==> src/rtl/dec_pkg.sv <==
// Shared types and helpers for the registered strobe decoder.
package dec_pkg;

  typedef enum logic {IDLE, ACTIVE} dec_state_t;

  localparam int DEC_HOLD_MIN  = 1;
  localparam int DEC_MAX_IN_W  = 8;
  localparam int DEC_MAX_OUT_W = 1 << DEC_MAX_IN_W;

  // Wide enough for any supported select width; callers cast down to their own OUT_W.
  function automatic logic [DEC_MAX_OUT_W-1:0] onehot(input logic [DEC_MAX_IN_W-1:0] sel);
    logic [DEC_MAX_OUT_W-1:0] r;
    r = '0;
    r[sel] = 1'b1;
    return r;
  endfunction

endpackage

==> src/rtl/dec_hold_cnt.sv <==
// Hold-time down-counter for the strobe decoder: load, decrement, and cnt==1 flag.
module dec_hold_cnt #(
  parameter int HOLD_W = 4
) (
  input  logic              clk,
  input  logic              rst_n,
  input  logic              clr,
  input  logic              load,
  input  logic              dec,
  input  logic [HOLD_W-1:0] load_val,
  output logic [HOLD_W-1:0] cnt,
  output logic              is_one
);

  // Abort has priority over a reload; decrement saturates at zero.
  always_ff @(posedge clk or negedge rst_n) begin
    if (!rst_n) begin
      cnt <= '0;
    end else if (clr) begin
      cnt <= '0;
    end else if (load) begin
      cnt <= load_val;
    end else if (dec && cnt != '0) begin
      cnt <= cnt - HOLD_W'(1);
    end
  end

  assign is_one = (cnt == HOLD_W'(1));

endmodule

==> src/rtl/dec_strobe_gen.sv <==
// Registered N-to-2^N decoder driving a one-hot strobe for a programmable hold time.
// Optional even-parity check on requests is enabled with `define DEC_PARITY_EN.
module dec_strobe_gen
  import dec_pkg::*;
#(
  parameter int IN_W   = 3,
  parameter int HOLD_W = 4
) (
  input  logic                 clk,
  input  logic                 rst_n,
  input  logic                 en,
  input  logic                 in_valid,
  output logic                 in_ready,
  input  logic [IN_W-1:0]      in_sel,
  input  logic [HOLD_W-1:0]    in_hold,
`ifdef DEC_PARITY_EN
  input  logic                 in_par,
  output logic                 err,
`endif
  output logic [2**IN_W-1:0]   out,
  output logic                 busy,
  output logic                 done
);

  localparam int OUT_W = 2**IN_W;

  dec_state_t        state;
  logic [HOLD_W-1:0] cnt;
  logic              is_one;
  logic              accept;
  logic              par_ok;
  logic              strobe;
  logic [HOLD_W-1:0] hold_eff;
  logic [OUT_W-1:0]  hot;

  assign in_ready = en & ((state == IDLE) | ((state == ACTIVE) & is_one));
  assign accept   = in_valid & in_ready;
  assign strobe   = accept & par_ok;
  assign hold_eff = (in_hold == '0) ? HOLD_W'(DEC_HOLD_MIN) : in_hold;
  assign hot      = OUT_W'(onehot(DEC_MAX_IN_W'(in_sel)));

`ifdef DEC_PARITY_EN
  assign par_ok = ~^{in_sel, in_hold, in_par};

  // Sticky until reset: a bad request is still handshaked, only the strobe is dropped.
  always_ff @(posedge clk or negedge rst_n) begin
    if (!rst_n) begin
      err <= 1'b0;
    end else if (accept && !par_ok) begin
      err <= 1'b1;
    end
  end
`else
  assign par_ok = 1'b1;
`endif

  dec_hold_cnt #(.HOLD_W(HOLD_W)) u_hold_cnt (
    .clk      (clk),
    .rst_n    (rst_n),
    .clr      ((state == ACTIVE) & ~en),
    .load     (strobe),
    .dec      ((state == ACTIVE) & en),
    .load_val (hold_eff),
    .cnt      (cnt),
    .is_one   (is_one)
  );

  // done is registered one cycle early so it is high exactly while cnt==1.
  always_ff @(posedge clk or negedge rst_n) begin
    if (!rst_n) begin
      state <= IDLE;
      out   <= '0;
      busy  <= 1'b0;
      done  <= 1'b0;
    end else begin
      case (state)
        IDLE: begin
          done <= 1'b0;
          if (strobe) begin
            state <= ACTIVE;
            out   <= hot;
            busy  <= 1'b1;
            done  <= (hold_eff == HOLD_W'(1));
          end
        end
        ACTIVE: begin
          if (!en) begin
            state <= IDLE;
            out   <= '0;
            busy  <= 1'b0;
            done  <= 1'b0;
          end else if (is_one) begin
            if (strobe) begin
              out  <= hot;
              done <= (hold_eff == HOLD_W'(1));
            end else begin
              state <= IDLE;
              out   <= '0;
              busy  <= 1'b0;
              done  <= 1'b0;
            end
          end else begin
            done <= (cnt == HOLD_W'(2));
          end
        end
        default: begin
          state <= IDLE;
          out   <= '0;
          busy  <= 1'b0;
          done  <= 1'b0;
        end
      endcase
    end
  end

endmodule

==> config.mk <==
export PLATFORM = sky130hd
export DESIGN_NAME = dec_strobe_gen
export DESIGN_NICKNAME = d
export VERILOG_FILES = /design/src/rtl/dec_pkg.sv /design/src/rtl/dec_hold_cnt.sv /design/src/rtl/dec_strobe_gen.sv
export SDC_FILE = /design/constraint.sdc
export NUM_CORES = 1
export LEC_CHECK = 0
export CORE_ASPECT_RATIO = 1.1
export CORE_MARGIN = 2
export CORE_UTILIZATION = 36
export DETAILED_ROUTE_END_ITERATION = 7
export PLACE_DENSITY = 0.65
export RECOVER_POWER = 50
export SLEW_MARGIN = 20
export SYNTH_ARGS = -nofsm -noshare
export SYNTH_HDL_FRONTEND = slang
export SYNTH_HIERARCHICAL = 1
export SYNTH_SLANG_ARGS = --single-unit
==> constraint.sdc <==
create_clock -name clk -period 1.9 [get_ports clk]
set_clock_uncertainty 0.05 [all_clocks]
set_input_delay 0.285 -clock clk [delete_from_list [all_inputs] [get_ports clk]]
set_output_delay 0.285 -clock clk [all_outputs]
set_load 0.05 [all_outputs]
==> results.cfg <==
[global_routing]
grt_start_max_net_pins = 16
grtUsageTotal_pct = 16.2
grt.overflow.total = 0
grt_pass1_wl_um = 3480
antenna_found_initial = 0
grt_pass1_vias = 756

[yosys]
syn_inst = 82
mappedNetlistArea_sq_um = 863
ys_seq_area_share_pct = 43.5
async_flop_share_pct = 100
yosys.area.top_type = dfrtp_1
synthTopCellsByArea = dfrtp_1 43%, a32o_1 4.6%, ha_1 4.3%
yosysTopAreaCellShare_pct = 43.5
synth_top_cells_by_count = 15 x dfrtp_1, 7 x nand2_1, 7 x nor2_1, 6 x inv_1, 5 x nand3_1
synth_area_per_cell_sq_um = 10.5
synth-edff-count = 0
yosys_warnings = 6
synth_nets = 96
synth_cell_type_count = 35
ys_seq_elements = 15
yosysMostFrequentCell = dfrtp_1
synth_ff_type = dfrtp_1

[clocking]
htree_levels = 1
clk_latency_ns = 0.28
cts_tree = done
clockBufferDepth = 2
root_buffer = clkbuf_4
clock-sinks = 15
cts_made_buffers = 3
cts_hold_buf = 0
clkTransAtPathRegs_ns = 0.08

[setup_path]
ff2ff_setup_slack_ns = 0.05
worstPathRequired_ns = 1.56
end_kind = output pin
cp_slowest_cell = dfrtp_1
slowest_delay_ns = 0.38
path_cells = inv_2 > ha_2 > nor3b_4 > or2b_1 > and2_4 > buf_12
crit_fanout = 3
startpoint_type = flop
arrival_ns = 1.60
path_class = flop to output pin
critPathBufInv = 2
crit_family = simple AND/OR/NAND/NOR gates

[min_path]
hold_class = flop to flop

[drt]
ant_nets = 0
wl_per_cell_um = 13.3
via_per_inst = 5.14
routed_wl_um = 1980
vias = 766
drt_iter0_drc = 23
dr.pass1.iters = 4
drc = 0

[power]
powerDensity_mw_per_mm2 = 862
worst_ir_drop_vdd_mv = 0.455
fin_total_pwr_uw = 1100
power.leakage_uw = 0.000536

[floorplanning]
die_y_um = 55.4
die_w_um = 50.7
ioPinCount = 22
dieArea_sq_mm = 0.00281
core_sq_mm = 0.00225
placementRows = 18
start_util_pct = 38.3

[cells_and_area]
nets = 134
syn2layout_area_growth_pct = 47.7
drive_above_1_share_pct = 28.6
final_core_util_pct = 56.6
n_antenna_cell = 0

[placement]
portBuffers = 21
dp_hpwl_um = 1410
gp_congestion = 0.741

[timing]
fin_ws_ns = -0.0303
drv_slew = 0
slew_headroom_pct = 47.1
rsz0062_at_grt = yes
setup_viol = 1
max_freq_mhz = 518
max_slew.worst_pin.slew_ns = 0.793
finalCriticalPeriod_ns = 1.93
hold_violations = 0
period_share_pct = 102

[outcome]
violations = setup timing
status = finished, violations left

[flow_run]
maxCapViolations = 0
power breakdown:
group          total, uW  internal, uW  leakage (uW)  switching [uW]
sequential           406           363      0.000198            43.6
combinational        517           253      0.000321             264
clock                176          78.1     0.0000177            98.0
total               1100           693      0.000536             406
final cells by class:
cell class              count  area [sq um]
clock inverters             1          5.00
multi-input cells          57           479
clock buffers               3          22.5
well taps                  30          37.5
flip-flops and latches     15           375
inverters                   6          22.5
repair buffers             37           333
fillers                   205           977
cell usage in the layout (no fill, tap or decap), types with 2 or more instances in the layout:
master / Yosys / routed
dfrtp_1: 15 / 15
ha_1: 3 / 2
nor2_1: 7 / 6
inv_2: 0 / 2
nand3_1: 5 / 5
a32o_1: 4 / 4
clkbuf_4: 0 / 3
inv_1: 6 / 4
clkbuf_1: 3 / 2
and2_4: 1 / 2
clkdlybuf4s50_1: 0 / 19
buf_4: 0 / 14
nand2_1: 7 / 7
nor3_1: 2 / 2
o2bb2ai_1: 3 / 3
per-stage QoR:
stage	hold WS, ns	setup WS (ns)	cells	setup TNS (ns)	cell area (sq um)
after floorplan	-0.0606	0.0547	82	0	876
after global placement	0.428	0.0715	138	0	1180
after detailed placement	0.434	0.0477	138	0	1180
after CTS	0.264	-0.00915	144	-0.00915	1240
after global routing	0.481	-0.0899	149	-0.376	1270
final	0.444	-0.0303	149	-0.0303	1270
worst paths after layout:
path / from / cells after the start / to
setup / recovery: u_hold_cnt/cnt[1] / 6 / in_ready
hold / removal: out[6] / 1 / out[6]
setup reg to reg: u_hold_cnt/cnt[1] / 7 / out[5]
hold reg to reg: out[6] / 1 / out[6]
max in group asynchronous: rst_n / 2 / out[3]
min in group asynchronous: rst_n / 2 / out[4]
logic make-up (layout without fill, tap and decap cells):
| kind of cell | after synthesis | after routing | synth area share, % |
|---|---|---|---|
| muxes | 1 | 1 | 1.16 |
| AOI/OAI and AO/OA | 18 | 18 | 22.0 |
| DFF | 15 | 15 | 43.5 |
| adders and majority gates | 3 | 3 | 4.35 |
| and+or+nand+nor | 35 | 35 | 24.5 |
| buffers and inverters | 10 | 47 | 4.49 |
timing repair:
item / 4_1_cts / 5_1_grt
setup buffers: 2 / 5
setup endpoints to repair: 1 / 4
pin swaps: 2 / 1
gates resized for setup: 4 / 2
registers in the layout (all words and copies together), names as in the netlist:
register        count
u_hold_cnt/cnt      4
state               1
done                1
busy                1
out                 8
per-layer routing:
layer	vias to the layer above	GRT usage [%]	wire length (um)
met5	-	0	0
met1	355	23.0	905
met2	30	25.0	949
li1	379	-	-
met4	0	3.47	12
met3	2	4.05	115
Power figures use the tool's default switching activity.
